## src/rtl/control_unit_pkg.sv

```systemverilog
// Types and defaults for the pipeline stall/flush/halt controller.
// Latency: n/a (types only).
// Backpressure: n/a.
package control_unit_pkg;

  // Stages after decode that a halt must pass through (EX, MEM, WB).
  localparam int unsigned DRAIN_CYCLES_DEF = 3;
  localparam int unsigned STALL_CNT_W_DEF  = 32;

  // Halt-drain FSM states.
  typedef enum logic [1:0] {
    RUN    = 2'd0,
    DRAIN  = 2'd1,
    HALTED = 2'd2
  } ctrl_state_t;

endpackage : control_unit_pkg

```

## src/rtl/cpu_types_pkg.sv

```systemverilog
// Shared CPU-wide types.
// Latency: n/a (types only).
// Backpressure: n/a.
package cpu_types_pkg;

  localparam int unsigned REG_W = 5;

  // Architectural register index (32 GPRs, r0 hard-wired to zero).
  typedef logic [REG_W-1:0] regbits_t;

endpackage : cpu_types_pkg

```

## src/rtl/pipeline_ctrl_hazard_detect.sv

```systemverilog
// Hazard detection: load-use hazard between EX and decode, and MEM-stage data stall.
// Latency: purely combinational, zero cycles.
// Backpressure: none; results feed the controller's stall/flush priority mux.
//
// Ports:
//   dren_mem_i, dwen_mem_i, dhit_i     MEM-stage data request and completion
//   dren_ex_i, regdst_ex_i             load in EX and its destination register
//   rs_de_i, rt_de_i, usert_de_i       decode-stage sources (rt only if a true source)
//   load_use_o, mem_stall_o            hazard flags
module hazard_detect
  import cpu_types_pkg::*;
(
  input  logic     dren_mem_i,
  input  logic     dwen_mem_i,
  input  logic     dhit_i,
  input  logic     dren_ex_i,
  input  regbits_t regdst_ex_i,
  input  regbits_t rs_de_i,
  input  regbits_t rt_de_i,
  input  logic     usert_de_i,
  output logic     load_use_o,
  output logic     mem_stall_o
);

  logic rs_match;
  logic rt_match;

  // A pending data access that has not completed freezes the whole pipe.
  assign mem_stall_o = (dren_mem_i | dwen_mem_i) & ~dhit_i;

  // r0 is never a real dependency, so a load targeting r0 cannot hazard.
  assign rs_match   = (regdst_ex_i == rs_de_i);
  assign rt_match   = usert_de_i & (regdst_ex_i == rt_de_i);
  assign load_use_o = dren_ex_i & (regdst_ex_i != '0) & (rs_match | rt_match);

endmodule : hazard_detect

```

## src/rtl/pipeline_ctrl.sv

```systemverilog
// Central stall/flush/halt controller for the 5-stage pipeline, plus halt-drain FSM and stall counter.
// Latency: enables/flushes are combinational from state and inputs; halt and stall_cnt are registered.
// Backpressure: a MEM data miss freezes every latch; icache miss/load-use/drain hold the front end only.
//
// Ports:
//   CLK, nRST                              clock, async active-low reset
//   ihit, dhit, dREN_mem, dWEN_mem         cache status and MEM-stage request
//   dREN_ex, regDst_ex, rs_de, rt_de,
//   useRt_de                               load-use inputs
//   branch_taken_ex, halt_de               redirect from EX, halt in decode
//   pc_en, *_en, *_flush                   per-latch controls
//   halt, stall_cnt                        halted flag, saturating RUN stall count
module pipeline_ctrl
  import cpu_types_pkg::*;
  import control_unit_pkg::*;
#(
  parameter int unsigned DRAIN_CYCLES = DRAIN_CYCLES_DEF,
  parameter int unsigned STALL_CNT_W  = STALL_CNT_W_DEF
) (
  input  logic                   CLK,
  input  logic                   nRST,
  input  logic                   ihit,
  input  logic                   dhit,
  input  logic                   dREN_mem,
  input  logic                   dWEN_mem,
  input  logic                   dREN_ex,
  input  regbits_t               regDst_ex,
  input  regbits_t               rs_de,
  input  regbits_t               rt_de,
  input  logic                   useRt_de,
  input  logic                   branch_taken_ex,
  input  logic                   halt_de,
  output logic                   pc_en,
  output logic                   fede_en,
  output logic                   deex_en,
  output logic                   exmem_en,
  output logic                   memwb_en,
  output logic                   fede_flush,
  output logic                   deex_flush,
  output logic                   exmem_flush,
  output logic                   halt,
  output logic [STALL_CNT_W-1:0] stall_cnt
);

  localparam int unsigned CNT_W = (DRAIN_CYCLES < 2) ? 1 : $clog2(DRAIN_CYCLES + 1);
  localparam logic [CNT_W-1:0] CNT_LOAD = CNT_W'(DRAIN_CYCLES);
  localparam logic [CNT_W-1:0] CNT_ONE  = CNT_W'(1);

  ctrl_state_t            state_q, state_d;
  logic [CNT_W-1:0]       cnt_q, cnt_d;
  logic                   halt_q, halt_d;
  logic [STALL_CNT_W-1:0] stall_cnt_q, stall_cnt_d;

  logic load_use;
  logic mem_stall;

  hazard_detect u_hazard_detect (
    .dren_mem_i  (dREN_mem),
    .dwen_mem_i  (dWEN_mem),
    .dhit_i      (dhit),
    .dren_ex_i   (dREN_ex),
    .regdst_ex_i (regDst_ex),
    .rs_de_i     (rs_de),
    .rt_de_i     (rt_de),
    .usert_de_i  (useRt_de),
    .load_use_o  (load_use),
    .mem_stall_o (mem_stall)
  );

  // Priority mux for latch controls. Order matters: a halted core is dead,
  // a data miss freezes everything (so a pending redirect is retried once the
  // freeze lifts), a redirect beats drain/load-use, and a same-cycle halt_de
  // in decode is squashed by the redirect's DE/EX flush.
  always_comb begin
    pc_en       = 1'b1;
    fede_en     = 1'b1;
    deex_en     = 1'b1;
    exmem_en    = 1'b1;
    memwb_en    = 1'b1;
    fede_flush  = 1'b0;
    deex_flush  = 1'b0;
    exmem_flush = 1'b0;  // held low; kept for future exception flushes

    if (state_q == HALTED) begin
      pc_en    = 1'b0;
      fede_en  = 1'b0;
      deex_en  = 1'b0;
      exmem_en = 1'b0;
      memwb_en = 1'b0;
    end else if (mem_stall) begin
      pc_en    = 1'b0;
      fede_en  = 1'b0;
      deex_en  = 1'b0;
      exmem_en = 1'b0;
      memwb_en = 1'b0;
    end else if (branch_taken_ex) begin
      // PC loads the redirect target even on an icache miss.
      fede_flush = 1'b1;
      deex_flush = 1'b1;
    end else if (state_q == DRAIN) begin
      pc_en      = 1'b0;
      fede_flush = 1'b1;
    end else if (load_use) begin
      // Hold the dependent instruction in decode, send a bubble into EX.
      pc_en      = 1'b0;
      fede_en    = 1'b0;
      deex_flush = 1'b1;
    end else if (!ihit) begin
      pc_en      = 1'b0;
      fede_flush = 1'b1;
    end
  end

  // Halt-drain FSM. The counter tracks how many stages the halt still has to
  // pass; it only advances when MEM is not stalled, since a stall freezes the halt in place.
  always_comb begin
    state_d = state_q;
    cnt_d   = cnt_q;
    case (state_q)
      RUN: begin
        if (halt_de && !mem_stall && !branch_taken_ex && !load_use) begin
          state_d = DRAIN;
          cnt_d   = CNT_LOAD;
        end
      end
      DRAIN: begin
        if (!mem_stall) begin
          if (cnt_q == CNT_ONE) begin
            state_d = HALTED;
          end else begin
            cnt_d = cnt_q - CNT_ONE;
          end
        end
      end
      HALTED: begin
        state_d = HALTED;
      end
      default: begin
        state_d = RUN;
      end
    endcase
  end

  assign halt_d = (state_d == HALTED);

  // Counts RUN cycles where the PC does not advance; sticks at all-ones.
  always_comb begin
    stall_cnt_d = stall_cnt_q;
    if ((state_q == RUN) && !pc_en && !(&stall_cnt_q)) begin
      stall_cnt_d = stall_cnt_q + STALL_CNT_W'(1);
    end
  end

  always_ff @(posedge CLK or negedge nRST) begin
    if (!nRST) begin
      state_q     <= RUN;
      cnt_q       <= '0;
      halt_q      <= 1'b0;
      stall_cnt_q <= '0;
    end else begin
      state_q     <= state_d;
      cnt_q       <= cnt_d;
      halt_q      <= halt_d;
      stall_cnt_q <= stall_cnt_d;
    end
  end

  assign halt      = halt_q;
  assign stall_cnt = stall_cnt_q;

endmodule : pipeline_ctrl

```

## config.mk

```make
export PLATFORM = sky130hd
export DESIGN_NAME = pipeline_ctrl
export DESIGN_NICKNAME = d
export VERILOG_FILES = /design/src/rtl/control_unit_pkg.sv /design/src/rtl/cpu_types_pkg.sv /design/src/rtl/pipeline_ctrl_hazard_detect.sv /design/src/rtl/pipeline_ctrl.sv
export SDC_FILE = /design/constraint.sdc
export NUM_CORES = 1
export LEC_CHECK = 0
export CELL_PAD_IN_SITES_DETAIL_PLACEMENT = 1
export CELL_PAD_IN_SITES_GLOBAL_PLACEMENT = 2
export CORE_MARGIN = 10
export CORE_UTILIZATION = 27
export DETAILED_ROUTE_END_ITERATION = 10
export PLACE_DENSITY = 0.82
export RECOVER_POWER = 100
export SLEW_MARGIN = 30
export SYNTH_ARGS = -nofsm -noshare
export SYNTH_HDL_FRONTEND = slang
export SYNTH_SLANG_ARGS = --single-unit
export TNS_END_PERCENT = 10
```

## constraint.sdc

```tcl
create_clock -name CLK -period 2.6 [get_ports CLK]
set_input_delay 0.39 -clock CLK [delete_from_list [all_inputs] [get_ports CLK]]
set_output_delay 0.39 -clock CLK [all_outputs]
set_load 0.02 [all_outputs]
```

==> metrics <==
result of the run finished with violations; failing checks capacitance limit, slew limit; final setup TNS 0 ps; antenna violations before repair 0; post-layout min period 2500 ps; maximum fanout along the worst path 2; area of all placed cells without fillers 3040 um^2; Yosys warning count 0; kind of path behind the tightest hold check reg2reg; Top Ports 66; Fill cells 831; DRC violations left 0; power per unit of standard cell area 668 nW/um^2; Crit Path Category in2out; Port Buffers 64; average cell area after synthesis 9.78 um^2; Setup Skew 9.10 ps; Area Overhead vs Synth 50.9%; starting density of the core 0.278; CTS tree done; DR iter-0 viols 35; sequential area share after synthesis 0.460; final number of max-transition violations 38; synthesized netlist cell count 206; overall power after layout 2030 uW; final setup violation count 0; post-layout net count 318; final critical-path setup slack 98.3 ps; first-pass GRT wire length 9.52 mm; vias in the first global route around 1900; most common cell after layout, fill and taps aside dfrtp_1; endpoint required time on the critical path 2210 ps; flip-flop and latch count after synthesis 37; Min-Delay Endpoint stall_cnt[23]; total vias in the final route 1753; data arrival time at the worst-slack endpoint 2110 ps; post-route clock period utilization 0.962; remaining global-route overflow 0; antenna-violating nets left 0; die extent in y 106 um; pin count of the biggest net entering global routing 38; clock-pin slew on the worst setup and hold paths 80 ps; Max Freq 400 MHz; register-to-register path setup slack 290 ps; average vias per placed instance roughly 4.5; leakage component of the power about 0.0015 uW; dpl cell area 2890 um^2; area enclosed by the die boundary around 11000 um^2; latest clock arrival within the worst-skew pair 290 ps; hpwl dp 4.56 mm; CTS Buffer Depth 2; startpoint types input pin; layout cells sized above 1 0.178; post-detailed-routing wire length about 5.7 mm; aggregate global-route resource usage 0.102; library cells used by synthesis 34; worst reg2reg path startpoint stall_cnt[3]; kind of capture point of the worst setup path output port; most frequent cells in the layout dfrtp_1 (37), xor2_1 (33), dlygate4sd3_1 (33); clock root cell clkbuf_8; number of cells on the worst reg-to-reg path 9; number of detailed-route iterations in the first pass 4; worst slack, placed -685 ps; terminus of the critical flop-to-flop path stall_cnt[12]; VDD IR-drop max 0.000267 V; num rows 31; Hold Fails Final Rpt 0; max-cap violation count 1; antenna fix cells 0; hold_sp stall_cnt[23]; wire length per cell after detailed routing ~15 um; hold path cells 1; post-layout instance count excluding filler cells 391; CTS H-tree lvls 2; Placed Instances between 300 and 400; Worst Max-Slew Pin Slew 2020 ps; Slew Limit Headroom -0.344; area of the mapped netlist just over 2000 um^2; Core Box Area 7250 um^2; Die X 106 um; net count after synthesis ~230; TritonCTS Buffers 5; global placement routability congestion 0.755; CTS sink cnt 37
-- synth_stat cells --
cell / count / area (um^2)
buf_4: 3 / 22.5
inv_1: 5 / 18.8
o21a_4: 1 / 15.0
o21ai_4: 1 / 16.3
or2_2: 4 / 25.0
and3_1: 6 / 37.5
nand2_1: 17 / 63.8
a32oi_1: 1 / 8.76
nor3_2: 3 / 30.0
nand3_1: 9 / 45.0
o2111ai_1: 1 / 8.76
maj3_1: 1 / 10.0
nor4_1: 3 / 18.8
xnor2_1: 5 / 43.8
or4_1: 1 / 7.51
xor2_1: 36 / 315
nand4_1: 7 / 43.8
nand3_2: 1 / 10.0
and4_2: 1 / 10.0
o211ai_1: 1 / 7.51
and2_1: 2 / 12.5
or3_4: 1 / 11.3
dfrtp_1: 37 / 926
and4_1: 2 / 17.5
ha_1: 2 / 25.0
buf_6: 2 / 22.5
a21oi_1: 4 / 20.0
nor3_1: 9 / 45.0
a31oi_1: 1 / 6.26
nor2_1: 30 / 113
nand2b_1: 3 / 18.8
mux2_4: 1 / 15.0
o21ai_0: 4 / 20.0
conb_1: 1 / 3.75
-- metrics by stage --
| step | util | hold slack, ps |
|---|---|---|
| finish | 0.419 | 478 |
| detailed placement | 0.398 | 477 |
| global route | 0.419 | 510 |
| floorplan | - | 94.4 |
| global placement | 0.398 | 473 |
| CTS | 0.409 | 226 |
-- critical path, cell delays in order --
cell,delay [ps]
clkdlybuf4s50_1,490
xor2_1,200
nor4_2,60
a32oi_2,280
nor2_2,60
or2_2,270
a31oi_1,180
buf_4,170
-- layer usage --
layer  share of wire  GRT usage
met2            0.48      0.171
met4          0.0083     0.0290
met3           0.082     0.0423
met5               0          0
met1            0.43      0.116
-- worst max path at each step --
| stage | start | to | slack, ps | cells past startpoint |
|---|---|---|---|---|
| floorplan | regDst_ex[1] | fede_flush | 300 | 5 |
| global placement | regDst_ex[1] | fede_flush | -570 | 7 |
| detailed placement | regDst_ex[1] | fede_flush | -690 | 7 |
| CTS | regDst_ex[3] | fede_en | -40 | 9 |
| global route | rt_de[1] | fede_flush | -0.7 | 8 |
| finish | rt_de[1] | fede_flush | 100 | 8 |
-- cells by family (layout without fill, tap and decap cells) --
logic type	Yosys count	after routing	synth area share
adders and majority gates	3	3	0.0174
xor gates and xnor gates	41	41	0.178
muxes	1	1	0.00745
and+or+nand+nor	99	99	0.253
DFF	37	37	0.460
buffers and inverters	10	96	0.0317
other	1	1	0.00186
AOI/OAI and AO/OA	14	14	0.0509
-- state kept, by name, summed over array words and instances (netlist names) --
signal     cells
state_q        2
halt           1
cnt_q          2
stall_cnt     32
-- final cells by class --
cell class | count | area (um^2) | share of cell area
multi-input combinational | 159 | 1090 | 0.357
sequential | 37 | 926 | 0.305
timing repair buffer | 83 | 802 | 0.264
tap | 99 | 124 | 0.0408
clock buffer | 6 | 72.6 | 0.0239
inverter | 5 | 18.8 | 0.00618
clock inverter | 2 | 10.0 | 0.00329
-- report_power, final --
part	total [uW]	internal (uW)	switching [uW]
registers	744	662	82.4
logic	901	440	462
clock network	386	186	201
-- repair_timing --
item	4_1_cts	5_1_grt
pin swaps	5	9
setup buffers	1	0
hold buffers	0	0
resized for setup	22	17
setup endpoints to repair	4	19
Note: power is estimated with default switching activity, not from simulation.
==> edit 1, RTL diff (same flow settings) <==
Register the output `stall_cnt` once more; this adds one clock of latency there. The other outputs are not delayed to match. Comments in the files are not updated.
--- a/src/rtl/pipeline_ctrl.sv
+++ b/src/rtl/pipeline_ctrl.sv
@@ -166,7 +166,9 @@
   end
 
   assign halt      = halt_q;
-  assign stall_cnt = stall_cnt_q;
+  always_ff @(posedge CLK) begin
+    stall_cnt <= stall_cnt_q;
+  end
 
 endmodule : pipeline_ctrl
 
Formal check against the unedited RTL: not equivalent (a bounded check fails within 4 cycles, from zero or initial values and one cycle with nRST low).
==> edit 1 against the original RTL <==
  * The flow still finishes with violations (max-capacitance violations, max-slew violations)
  * Largest cell class is now registers
  * Wire length is 21% higher
  * Global-route usage is 0.097 points lower
  * Area after synthesis grew 35%
  * Design area up 25%
  * Sequential cell count increased by 32
  * Synthesized cell count grew 18%
  * Worst setup slack gained 0.019 ns
  * Power up 39%
==> edit 1: results (changes against the original RTL) <==
Parameter                              Value

Clock network
  Num CTS Buffers ... 9 (was 5)
  Total setup buffers inserted after CTS ... 0 (was 1)
  Clock transition at the registers of the reported paths ... 0.06 ns (was 0.08 ns)
  Clock insertion delay at the later pin of the skew report ... 0.34 ns (was 0.29 ns)

Worst hold path
  Hold worst-path end ... stall_cnt[6] (was stall_cnt[23])
  Hold Path Depth ... 0 (was 1)

STA
  Relative max-transition margin ... -41.2% (was -34.4%)
  Number of slew-limit violations in the final report ... 38 (unchanged)
  Worst hold margin ... 0.412 ns (was 0.478 ns)
  Final clock skew ... 0.0127 ns (was 0.00910 ns)
  Min Tclk post-route ... 2.48 ns (was 2.50 ns)

Synth
  Number of cells produced by synthesis ... 244 (was 206)
  Fraction of synthesized area in multiplexers ... 0.551% (was 0.745%)
  Cell types with the largest area share after synthesis ... sky130_fd_sc_hd__dfrtp_1 34%, sky130_fd_sc_hd__dfxtp_1 24%, sky130_fd_sc_hd__xnor2_1 10%, sky130_fd_sc_hd__xor2_1 3.2%, sky130_fd_sc_hd__nand3_1 2.9% (was sky130_fd_sc_hd__dfrtp_1 46%, sky130_fd_sc_hd__xor2_1 16%, sky130_fd_sc_hd__nor2_1 5.6%, sky130_fd_sc_hd__nand2_1 3.2%, sky130_fd_sc_hd__nand3_1 2.2%)
  Post-synthesis share of cell area spent on xor and xnor gates ... 13.2% (was 17.8%)
  Arithmetic-cell share of the synthesized area counting full adders, half adders and majority gates ... 1.29% (was 1.74%)
  Share of flip-flops with an asynchronous set or reset after synthesis ... 53.6% (was 100%)
  Unique masters post-synth ... 41 (was 34)
  Synthesized-area fraction occupied by ao, oa, aoi and oai cells ... 2.90% (was 5.09%)

Layout
  Share of final-layout standard cells stronger than drive strength 1 ... 12.1% (was 17.8%)
  Nets ... 353 (was 318)
  Finished Cell Area ... 3810 sq um (was 3040 sq um)
  Fill cell count ... 1126 (was 831)

Placement
  Placement Setup Slack ... -0.542 ns (was -0.685 ns)
  Post-detailed-placement cell area ... 3610 sq um (was 2890 sq um)
  HPWL reported at the end of detailed placement ... 5080 microns (was 4560 microns)

Worst setup path
  R2R cell count ... 6 (was 9)
  Critical R2R Capture ... stall_cnt_q[1] (was stall_cnt[12])
  Setup slack, reg-to-reg ... 0.39 ns (was 0.29 ns)
  Critical path endpoint ... fede_en (was fede_flush)
  Largest fanout of any net on the critical path ... 3 (was 2)
  Largest stage delay on the critical path ... 0.47 ns (was 0.49 ns)

Route
  Routed wirelength normalized by instance count ... 14.8 microns (was 14.5 microns)
  Initial DRC count ... 83 (was 35)
  Drt via density ... 4.48 (about the same)

Flow run
  Count of maximum capacitance violations ... 1 (unchanged)

Power and ir drop
  Max rail drop VDD ... 0.289 mV (was 0.267 mV)
  Comb pwr ... 727 uW (was 901 uW)
  Seq pwr share ... 45.8% (was 36.6%)
  Leakage ... 1.70 nW (was 1.53 nW)
  Switching portion of total power ... 31.2% (was 36.7%)

Run status
  Run status ... finished with violations (unchanged)
  Violations in the final reports ... max-capacitance violations, max-slew violations (unchanged)

Global route
  Number of global-route vias before repair ... 2273 (was 1941)
-- edit 1: cell count changes after synthesis, sizes merged, moves of 3 or more --
cell   change
xnor2     +26
nand4      +4
dfxtp     +32
xor2      -26
and4       +3
nor2      -14
or2        -3
nand3      +7
-- edit 1: routing by layer --
metal / part of all wire (%) / up-vias / GRT usage, %
met5: 0 / - / 0
met4: 1.7 / 0 / 3.17
met3: 5.5 / 11 / 4.51
met2: 51 / 36 / 17.0
met1: 42 / 1030 / 11.2
li1: - / 1002 / -
-- edit 1: area by class of cell --
type                       instances  share of cell area (%)
timing repair buffer              78                    19.4
inverter                           3                   0.295
clock inverter                     1                   0.197
tap                              133                    4.37
clock buffer                      15                    4.63
multi-input combinational        165                    30.0
sequential                        69                    41.1
-- edit 1: repair_timing --
| item | 4_1_cts | 5_1_grt |
|---|---|---|
| gates resized for setup | 23 | 15 |
| pin swaps | 3 | 8 |
| gates cloned | 0 | 0 |
| setup endpoints to repair | 4 | 4 |
==> edit 2, RTL diff (same flow settings) <==
Made on the original files. `REG_W`: 5 -> 10.
--- a/src/rtl/cpu_types_pkg.sv
+++ b/src/rtl/cpu_types_pkg.sv
@@ -3,7 +3,7 @@
 // Backpressure: n/a.
 package cpu_types_pkg;
 
-  localparam int unsigned REG_W = 5;
+  localparam int unsigned REG_W = 10;
 
   // Architectural register index (32 GPRs, r0 hard-wired to zero).
   typedef logic [REG_W-1:0] regbits_t;
Ports: changed (resized regDst_ex, rs_de and rt_de); port bits go from 66 to 81. No check against the original RTL was run, so the function may have changed too.
==> edit 2 against the original RTL <==
  * The flow still finishes with violations (max-capacitance violations, max-slew violations)
  * Power decreased by 9.5%
  * Non-clock buffer count increased by 17
  * Clock skew increased by 0.00073 ns
  * Worst setup slack got worse by 0.019 ns
  * Sequential cell count unchanged
  * Sequential power decreased by 0.7%
  * Design area increased by 7.8%
  * Register-to-register slack got worse by 0.02 ns
  * Wire length increased by 20%
  * Area after synthesis increased by 7.5%
  * Critical path type unchanged
==> edit 2: results (changes against the original RTL) <==
Parameter                              Value

Layout
  Nets ... 359 (was 318)
  Share of final-layout standard cells stronger than drive strength 1 ... 15.1% (was 17.8%)

Worst setup path
  R2R cell count ... 8 (was 9)
  Largest fanout of any net on the critical path ... 5 (was 2)
  Critical R2R Capture ... stall_cnt[31] (was stall_cnt[12])
  Setup slack, reg-to-reg ... 0.27 ns (was 0.29 ns)
  Largest stage delay on the critical path ... 0.55 ns (was 0.49 ns)
  Worst reg2reg path startpoint ... stall_cnt[0] (was stall_cnt[3])
  Worst path slowest cell ... sky130_fd_sc_hd__or4_4 (was sky130_fd_sc_hd__clkdlybuf4s50_1)
  Cell class contributing the biggest share of worst-path delay ... simple AND/OR/NAND/NOR gates (was buffers and inverters)
  Critical path endpoint ... deex_flush (was fede_flush)

Floorplan
  Starting Density ... 27.9% (was 27.8%)

Global route
  Wire length of the first global-routing pass ... 11500 microns (was 9520 microns)
  Number of global-route vias before repair ... 2113 (was 1941)

Clock network
  Resized cells post-CTS ... 35 (was 22)

Route
  Routed wirelength normalized by instance count ... 16.2 microns (was 14.5 microns)
  Initial DRC count ... 65 (was 35)
  Sum of routed wire length over all layers ... 6810 microns (was 5680 microns)

Worst hold path
  Worst min-delay path startpoint ... stall_cnt[27] (was stall_cnt[23])

Run status
  Run status ... finished with violations (unchanged)
  Violations in the final reports ... max-capacitance violations, max-slew violations (unchanged)

Synth
  Post-synth top cells ... 42 x sky130_fd_sc_hd__xnor2_1, 37 x sky130_fd_sc_hd__dfrtp_1, 18 x sky130_fd_sc_hd__nand3_1, 14 x sky130_fd_sc_hd__nand2_1, 14 x sky130_fd_sc_hd__nand4_1 (was 37 x sky130_fd_sc_hd__dfrtp_1, 36 x sky130_fd_sc_hd__xor2_1, 30 x sky130_fd_sc_hd__nor2_1, 17 x sky130_fd_sc_hd__nand2_1)
  Unique masters post-synth ... 41 (was 34)
  Syn_area_per_cell ... 10.0 sq um (was 9.78 sq um)
  Post-synth net total ... 258 (was 233)

Placement
  HPWL reported at the end of detailed placement ... 5510 microns (was 4560 microns)
  Final weighted congestion in routability-driven placement ... 0.872 (was 0.755)
  Number of placed instances, taps included ... 411 (was 382)
  Number of I/O port buffers ... 79 (was 64)

STA
  Final clock skew ... 0.00983 ns (was 0.00910 ns)
  Number of slew-limit violations in the final report ... 38 (unchanged)
  Worst hold margin ... 0.487 ns (was 0.478 ns)
  Ratio of final minimum period to clock period ... 96.9% (was 96.2%)

Flow run
  Count of maximum capacitance violations ... 1 (unchanged)
[edit 2: power groups by stage]
stage | Clock, mW | Sequential [mW] | Combinational, mW
finish | 0.390 | 0.739 | 0.709
global route | 0.434 | 0.756 | 0.790
CTS | 0.406 | 0.743 | 0.774
detailed placement | 0 | 0.753 | 0.776
global placement | 0 | 0.747 | 0.754
floorplan | 0 | 0.798 | 0.354
[edit 2: routing by layer]
metal | vias to the layer above | routed length [microns] | GRT usage, % | part of all wire (%)
met1 | 959 | 3170 | 15.5 | 47
met5 | - | 0 | 0 | 0
met3 | 6 | 674 | 4.56 | 9.9
met2 | 71 | 2900 | 17.7 | 43
met4 | 0 | 63 | 3.07 | 0.92
li1 | 960 | - | - | -
[edit 2: cell type report]
type / instances / area (sq um)
Clock buffer: 6 / 72.6
Clock inverter: 2 / 10.0
Multi-Input combinational cell: 169 / 1210
Sequential cell: 37 / 926
Inverter: 4 / 15.0
Tap cell: 102 / 128
Fill cell: 907 / 4490
Timing Repair Buffer: 100 / 911
